File: src/rtl/phy_tx_lane_arbiter.sv
// Four-lane round-robin transmit arbiter with burst hold, feeding a one-deep
// registered output stage with valid/ready back-pressure.
module phy_tx_lane_arbiter #(
    parameter int         BURST    = 4,
    parameter logic [7:0] IDLE_SYM = 8'hBC
) (
    input  logic       clk,
    input  logic       reset,
    input  logic [7:0] In0,
    input  logic [7:0] In1,
    input  logic [7:0] In2,
    input  logic [7:0] In3,
    input  logic       valid0,
    input  logic       valid1,
    input  logic       valid2,
    input  logic       valid3,
    output logic       ready0,
    output logic       ready1,
    output logic       ready2,
    output logic       ready3,
    input  logic       out_ready,
    output logic [7:0] data_out,
    output logic       valid_out,
    output logic [1:0] grant_lane,
    output logic       grant_active
);

    // Handshake: a lane byte moves when valid_i and ready_i are both high on a
    // rising edge; data_out is consumed when valid_out and out_ready are both high.

    typedef enum logic {S_IDLE = 1'b0, S_SERVE = 1'b1} state_t;

    localparam logic [3:0] BURST_L = 4'(BURST);

    state_t     state_q, state_d;
    logic [1:0] ptr_q, ptr_d;
    logic [1:0] cur_q, cur_d;
    logic [3:0] count_q, count_d;
    logic [7:0] data_q, data_d;
    logic       valid_q, valid_d;

    logic [3:0] lane_valid;
    logic [7:0] lane_data [4];
    logic       load_en;
    logic       sel_found;
    logic [1:0] sel;
    logic [1:0] cand;
    logic       xfer;
    logic [3:0] ready_vec;

    assign lane_valid = {valid3, valid2, valid1, valid0};
    assign lane_data[0] = In0;
    assign lane_data[1] = In1;
    assign lane_data[2] = In2;
    assign lane_data[3] = In3;

    assign load_en = !valid_q || out_ready;

    // Descending scan so the lane closest to ptr wins the last assignment.
    always_comb begin
        sel       = cur_q;
        sel_found = 1'b0;
        cand      = ptr_q;
        if (state_q == S_SERVE) begin
            sel       = cur_q;
            sel_found = 1'b1;
        end else begin
            for (int k = 3; k >= 0; k--) begin
                cand = ptr_q + 2'(k);
                if (lane_valid[cand]) begin
                    sel       = cand;
                    sel_found = 1'b1;
                end
            end
        end
    end

    assign xfer = sel_found && lane_valid[sel] && load_en && !reset;

    always_ff @(posedge clk) begin
        if (reset) begin
            state_q <= S_IDLE;
            ptr_q   <= 2'd0;
            cur_q   <= 2'd0;
            count_q <= 4'd0;
            data_q  <= IDLE_SYM;
            valid_q <= 1'b0;
        end else begin
            state_q <= state_d;
            ptr_q   <= ptr_d;
            cur_q   <= cur_d;
            count_q <= count_d;
            data_q  <= data_d;
            valid_q <= valid_d;
        end
    end

    // Stalls (load_en=0) leave the burst state untouched.
    always_comb begin
        state_d = state_q;
        ptr_d   = ptr_q;
        cur_d   = cur_q;
        count_d = count_q;
        case (state_q)
            S_IDLE: begin
                if (xfer) begin
                    cur_d = sel;
                    if (BURST_L == 4'd1) begin
                        ptr_d = sel + 2'd1;
                    end else begin
                        state_d = S_SERVE;
                        count_d = 4'd1;
                    end
                end
            end
            S_SERVE: begin
                if (load_en) begin
                    if (!lane_valid[cur_q] || (count_q + 4'd1 == BURST_L)) begin
                        state_d = S_IDLE;
                        ptr_d   = cur_q + 2'd1;
                        count_d = 4'd0;
                    end else begin
                        count_d = count_q + 4'd1;
                    end
                end
            end
            default: state_d = S_IDLE;
        endcase
    end

    always_comb begin
        ready_vec = 4'b0000;
        if (sel_found && load_en && !reset) begin
            ready_vec = 4'b0001 << sel;
        end
        data_d  = data_q;
        valid_d = valid_q;
        if (load_en) begin
            if (xfer) begin
                data_d  = lane_data[sel];
                valid_d = 1'b1;
            end else begin
                data_d  = IDLE_SYM;
                valid_d = 1'b0;
            end
        end
    end

    assign ready0       = ready_vec[0];
    assign ready1       = ready_vec[1];
    assign ready2       = ready_vec[2];
    assign ready3       = ready_vec[3];
    assign data_out     = data_q;
    assign valid_out    = valid_q;
    assign grant_lane   = cur_q;
    assign grant_active = (state_q == S_SERVE);

endmodule

File: config.mk
export PLATFORM = sky130hd
export DESIGN_NAME = phy_tx_lane_arbiter
export DESIGN_NICKNAME = d
export VERILOG_FILES = /design/src/rtl/phy_tx_lane_arbiter.sv
export SDC_FILE = /design/constraint.sdc
export NUM_CORES = 1
export LEC_CHECK = 0
export ABC_AREA = 1
export BUFFER_PORTS_ARGS = -buffer_cell sky130_fd_sc_hd__buf_2
export CAP_MARGIN = 40
export CORE_ASPECT_RATIO = 1.25
export CORE_UTILIZATION = 50
export CTS_BUF_LIST = sky130_fd_sc_hd__clkbuf_8
export DETAILED_ROUTE_END_ITERATION = 8
export PLACE_DENSITY = 0.88
export SLEW_MARGIN = 15
export SYNTH_ARGS = -nofsm -noshare
export SYNTH_HDL_FRONTEND = slang
export SYNTH_SLANG_ARGS = --single-unit
File: constraint.sdc
create_clock -name clk -period 2.5 [get_ports clk]
set_input_delay 0.25 -clock clk [delete_from_list [all_inputs] [get_ports clk]]
set_output_delay 0.25 -clock clk [all_outputs]
set_load 0.005 [all_outputs]
==> metrics.md, run 1 <==
| Metric | Value |
|---|---|
| Mapped Area | `roughly 1400 um^2` |
| Asr flop ratio synth | `0%` |
| CTS root buffer | `clkbuf_8` |
| Hold/Removal Path Class | `input port to flip-flop` |
| Clock slew at reported path FFs | `0.07 ns` |
| Clock tree from TritonCTS | `built` |
| Yosys reg bits | `18` |
| Final worst path period need | `2.27 ns` |
| DRT Wirelength | `between 3000 and 4000 um` |
| Remaining Overflow, GRT | `0` |
| Leak pwr | `0.936 nW` |
| Max-Slew Margin vs Limit | `65.1%` |
| Max Fanout on Critical Path | `11` |
| Synth top area cells | `dfxtp_1 26%, nand2_1 25%, nand3_1 9.3%` |
| Ports | `55` |
| Multi-input gate area | `approximately 960 um^2` |
| Placer Congestion | `0.894` |
| Hpwl dp | `roughly 2900 um` |
| Vias in the first global route | `1,540` |
| Syn Nets | `between 200 and 300` |
| Initial DRC count | `57` |
| Crit-path cells | `inv_2 -> nand2_1 -> nand2_1 -> nand2_1 -> nand2_1 -> nand3b_1 -> nand3_1 -> nand2_1 -> nand2_1 -> nand2_2 -> nand2_1 -> nor2_1 -> buf_2` |
| Count of pins over their slew limit | `0` |
| Share of cells above drive strength 1 | `31.3%` |
| Fmax | `440 MHz` |
| Post-synth top area share | `around a quarter` |
| Initial antenna violation count | `0` |
| Most frequent cell after synthesis | `nand2_1` |
| Max stage delay on crit path | `0.35 ns` |
| Yosys warns | `0` |
| VDD IR max | `between 0.0007 and 0.0008 V` |
| List of most frequent post-synthesis cells | `94 x nand2_1, 26 x nand3_1, 18 x dfxtp_1` |
| DRC Markers | `0` |
| Bufs on Longest Clock Path | `2` |
| RSZ-0062 raised after global routing | `false` |
| Drt pass-1 iters | `4` |
| Sequential-to-total area share from yosys stat | `25.8%` |
| Worst flop-to-flop path startpoint | `ptr_q[0]` |
| Rows | `21` |
| Placed cell area | `1700 um^2` |
| Worst setup SP type | `flip-flop` |
| GRT Total Usage | `27.0%` |
| Area Growth Syn to Fin | `27.4%` |
| Setup_tns | `0 ns` |
| Post-synth EDFFs | `0` |
| Final Hold Viols | `0` |
| Largest net degree at the start of global routing | `13` |
| Initial Utilization | `52.2%` |
| CTS Hold Bufs | `0` |
| Worst Path Arrival | `slightly above 2 ns` |
| Status | `complete, no violations` |
| # nets final | `around 330` |
| Power per cell area | `approximately 1100 nW/um^2` |
| Crit path max-delay cell type | `dfxtp_2` |
| ANT nets after route | `0` |
| CP Capture Type | `primary output` |
| Clock sink count | `18` |
| Tcrit/Tclk final | `91.0%` |
| Ys flop type | `dfxtp_1` |
| Die area | `about 3000 um^2` |
| Mapped Cells | `roughly 230` |
| Via count | `1,669` |
| Layout fillers | `251` |
| Unique cell type count in the Yosys netlist | `31` |
| Clk Latency, worst-skew pair | `0.26 ns` |
| Clk_skew | `0.00123 ns` |
| WS Path Type | `flip-flop to primary output` |
| First-pass GRT wire length | `6290 um` |
| Mean Syn Cell Area | `between 6 and 7 um^2` |
| Hold Startpoint | `In3[5]` |
| Data required time of the critical path | `approximately 2.3 ns` |
| Post-route cell area | `1780 um^2` |
| Core area | `2680 um^2` |
| H-tree levels | `1` |
| Worst Tran Pin Value | `0.522 ns` |
| Cts bufs inserted | `3` |
| Die X | `49.3 um` |
| Ant. Diodes | `0` |
| WL/cell | `roughly 12 um` |
| FF-to-FF setup slack | `0.30 ns` |
| Vias/cell | `5.25` |
| Total power | `~0.0020 W` |
| Die Y-Extent | `roughly 61 um` |
| Max-Cap Viols | `0` |
| Most common cell on crit path | `nand2_1` |
| Register area | `~360 um^2` |
| Leading area contributor after synthesis | `dfxtp_1` |
| Setup crit start | `ptr_q[0]` |
| Count of port buffers added during placement | `54` |
| Final number of setup-violating endpoints | `0` |
-- registers in the layout (all words and copies together) (netlist names) --
register      flops
count_q           4
grant_active      1
valid_out         1
grant_lane        2
data_out          8
ptr_q             2
-- report_power, final --
| group | total [W] | switching [W] | internal, W | leakage, nW |
|---|---|---|---|---|
| combinational | 0.00137 | 0.000873 | 0.000493 | 0.760 |
| sequential | 0.000438 | 0.0000740 | 0.000364 | 0.147 |
| clock | 0.000242 | 0.000102 | 0.000140 | 0.0288 |
| total | 0.00205 | 0.00105 | 0.000998 | 0.936 |
-- worst max-delay path, delay by kind of cell, from the launching register on --
kind	cells	cell delay, ns
and+or+nand+nor	11	1.12
buffers and inverters	2	0.29
DFF	1	0.35
-- final timing paths --
| check | to | cells after the start |
|---|---|---|
| setup reg to reg | data_out[7] | 20 |
| hold / removal | data_out[5] | 5 |
| setup / recovery | ready2 | 13 |
| hold reg to reg | data_out[1] | 2 |
-- layout by cell type (no fill, tap or decap), drive strengths merged --
cell / netlist / routed
clkinv: 2 / 2
nor3: 4 / 4
nand3b: 1 / 1
o22ai: 4 / 4
nor4: 1 / 1
nor2: 10 / 10
a21oi: 16 / 16
or2: 1 / 1
dfxtp: 18 / 18
inv: 16 / 16
buf: 1 / 57
ha: 2 / 2
nand2: 109 / 109
nand3: 26 / 26
clkbuf: 1 / 4
a211oi: 1 / 1
a22oi: 1 / 1
a32o: 1 / 1
nand4: 2 / 2
a21boi: 2 / 2
xor2: 2 / 2
o21ai: 4 / 4
-- metal layers --
| metal | track usage, % | wire, um |
|---|---|---|
| met5 | 0 | 0 |
| met1 | 29.0 | 1500 |
| met2 | 55.8 | 2030 |
| met3 | 2.72 | 161 |
| met4 | 7.56 | 56 |
-- timing repair --
action	in CTS	in global routing
endpoints found under the setup margin	0	4
gates resized for setup	0	2
buffers inserted	0	2
-- through the flow --
stage,worst slack [ns],utilization [%],hold WS [ns],instances
2_1_floorplan,0.541,-,0.323,225
3_3_place_gp,0.362,63.6,0.457,312
3_5_place_dp,0.320,63.6,0.459,312
6_report,0.225,66.5,0.303,318
5_1_grt,0.0606,66.5,0.324,318
4_1_cts,0.153,65.6,0.293,316
-- final cells by class --
type / count / area share [%]
Clock buffer: 4 / 3.09
Inverter: 18 / 3.79
Multi-Input combinational cell: 187 / 54.0
Sequential cell: 18 / 20.3
Tap cell: 34 / 2.39
Timing Repair Buffer: 57 / 16.4
-- logic make-up (layout without fill, tap and decap cells) --
| family | Yosys count | in the layout | synth area share [%] |
|---|---|---|---|
| compound gates | 29 | 29 | 13.7 |
| simple gates | 154 | 154 | 51.6 |
| buf+inv | 20 | 79 | 5.90 |
| xor+xnor | 2 | 2 | 1.25 |
| fa+ha+maj | 2 | 2 | 1.79 |
| flops | 18 | 18 | 25.8 |
(Power assumes the default switching activity.)
==> run 2: changes to the inputs <==
==> constraint.sdc (replaced) <==
create_clock -name clk -period 2.4 [get_ports clk]
set_input_delay 0.24 -clock clk [delete_from_list [all_inputs] [get_ports clk]]
set_output_delay 0.24 -clock clk [all_outputs]
set_load 0.005 [all_outputs]
==> metrics.md, run 2 (synthesized netlist as in run 1, its figures left out) <==
| Metric | Value |
|---|---|
| Final core utilization | `66.3%` |
| Count of pins over their slew limit | `0` |
| Count of port buffers added during placement | `54` |
| DRC Markers | `0` |
| Hold_ws | `0.285 ns` |
| Worst Path Arrival | `approximately 2.0 ns` |
| Vias/cell | `5.27` |
| GRT Total Usage | `around a quarter` |
| Remaining Overflow, GRT | `0` |
| CTS root buffer | `clkbuf_8` |
| Clk_skew | `0.00326 ns` |
| Register area | `362 um^2` |
| Ports | `55` |
| Bufs on Longest Clock Path | `2` |
| Cts bufs inserted | `3` |
| Power per cell area | `1190 nW/um^2` |
| Drt pass-1 iters | `4` |
| Clock slew at reported path FFs | `around 0.07 ns` |
| Most common cell after layout, fill and taps aside | `nand2_1` |
| First-pass GRT wire length | `6240 um` |
| # nets final | `around 330` |
| Max reg flops | `8` |
| Clk Latency, worst-skew pair | `between 0.2 and 0.3 ns` |
| Status | `complete, no violations` |
| Rows | `21` |
| WL/cell | `11.7 um` |
| RSZ-0062 raised after global routing | `false` |
| Worst reg2reg path depth | `19` |
| Core area | `2680 um^2` |
| Placer Congestion | `0.894` |
| Final worst path period need | `2.25 ns` |
| ANT nets after route | `0` |
| Die area | `approximately 3000 um^2` |
| Data required time of the critical path | `2.16 ns` |
| Via count | `1,670` |
| Fmax | `around 440 MHz` |
| Leak pwr | `slightly above 0.9 nW` |
| Ant. Diodes | `0` |
| Clock tree from TritonCTS | `built` |
| H-tree levels | `1` |
| Area Growth Syn to Fin | `27.0%` |
| Hpwl dp | `2950 um` |
| Max-Cap Viols | `0` |
| DRT Wirelength | `3710 um` |
| Worst Tran Pin Value | `0.539 ns` |
| Max Fanout on Critical Path | `11` |
| Die Y-Extent | `about 60 um` |
| Setup_tns | `0 ns` |
| CP Capture Type | `primary output` |
| Largest net degree at the start of global routing | `13` |
| Die X | `49.3 um` |
| WS Path Type | `flip-flop to primary output` |
| Most frequent cells in the layout | `94 x nand2_1, 54 x buf_2, 26 x nand3_1, 17 x dfxtp_1, 15 x a21oi_1` |
| Max-Slew Margin vs Limit | `between 60% and 70%` |
| Worst setup SP type | `flip-flop` |
| Final Hold Viols | `0` |
| Layout fillers | `around 260` |
| Vias in the first global route | `~1.6k` |
| Hold path cells | `5` |
| Tcrit/Tclk final | `93.6%` |
| Initial Utilization | `roughly 52%` |
| Initial antenna violation count | `0` |
| Multi-input gate area | `~960 um^2` |
| VDD IR max | `0.000780 V` |
| Initial DRC count | `57` |
| Clock sink count | `18` |
| Total power | `0.00212 W` |
| Final number of setup-violating endpoints | `0` |
| Hold/Removal Path Class | `input port to flip-flop` |
| Share of cells above drive strength 1 | `31.1%` |
[run 2: changes by cell type in the layout (fill, tap and decap cells not counted), sizes merged]
cell	change
buf	-1
[run 2: worst paths after layout]
| path | slack [ns] | endpoint | from |
|---|---|---|---|
| max reg2reg | 0.27 | data_out[7] | ptr_q[0] |
| min | 0.28 | data_out[5] | In3[5] |
| min reg2reg | 0.47 | data_out[1] | data_out[1] |
| max | 0.15 | ready0 | ptr_q[0] |
[run 2: through the flow]
stage | instances | instance area, um^2 | worst slack [ns]
5_1_grt | 317 | 1780 | 0.00385
4_1_cts | 316 | 1760 | 0.0595
2_1_floorplan | 225 | 1400 | 0.441
3_3_place_gp | 312 | 1700 | 0.262
3_5_place_dp | 312 | 1700 | 0.207
6_report | 317 | 1780 | 0.153
[run 2: what timing repair did]
action,4_1_cts,5_1_grt
buffers inserted,0,1
setup endpoints to repair,0,12
hold buffers,0,0
resized for setup,0,3
[run 2: cell type report]
cell class	count	share of cell area, %
clock buffer	4	3.10
tap	34	2.39
inverter	18	3.94
multi-input combinational	187	54.2
timing repair buffer	56	16.1
sequential	18	20.4
[run 2: where the power goes]
part	switching, W	total [W]	internal (W)	leakage (nW)
combinational	0.000900	0.00141	0.000510	0.756
sequential	0.0000764	0.000456	0.000380	0.147
clock	0.000107	0.000253	0.000146	0.0288
[run 2: per-layer routing]
layer | wire, um | global-route usage (%) | share of wire, % | vias up
met5 | 0 | 0 | 0 | -
met4 | 42 | 8.40 | 1.1 | 0
met3 | 154 | 3.95 | 4.2 | 7
met2 | 1980 | 54.4 | 53 | 47
met1 | 1530 | 27.9 | 41 | 762
li1 | - | - | - | 854
[run 2: critical path, cell delays in order, from the launching register on]
cell and delay (ns):
dfxtp_2 0.40, inv_4 0.09, nand2_1 0.08, nand2_1 0.10, nand2_1 0.11, nand2_1 0.08, nand3b_1 0.16, nand3_1 0.07
nand2_1 0.09, nand2_1 0.09, nand2_2 0.12, nor3_1 0.22, buf_2 0.15
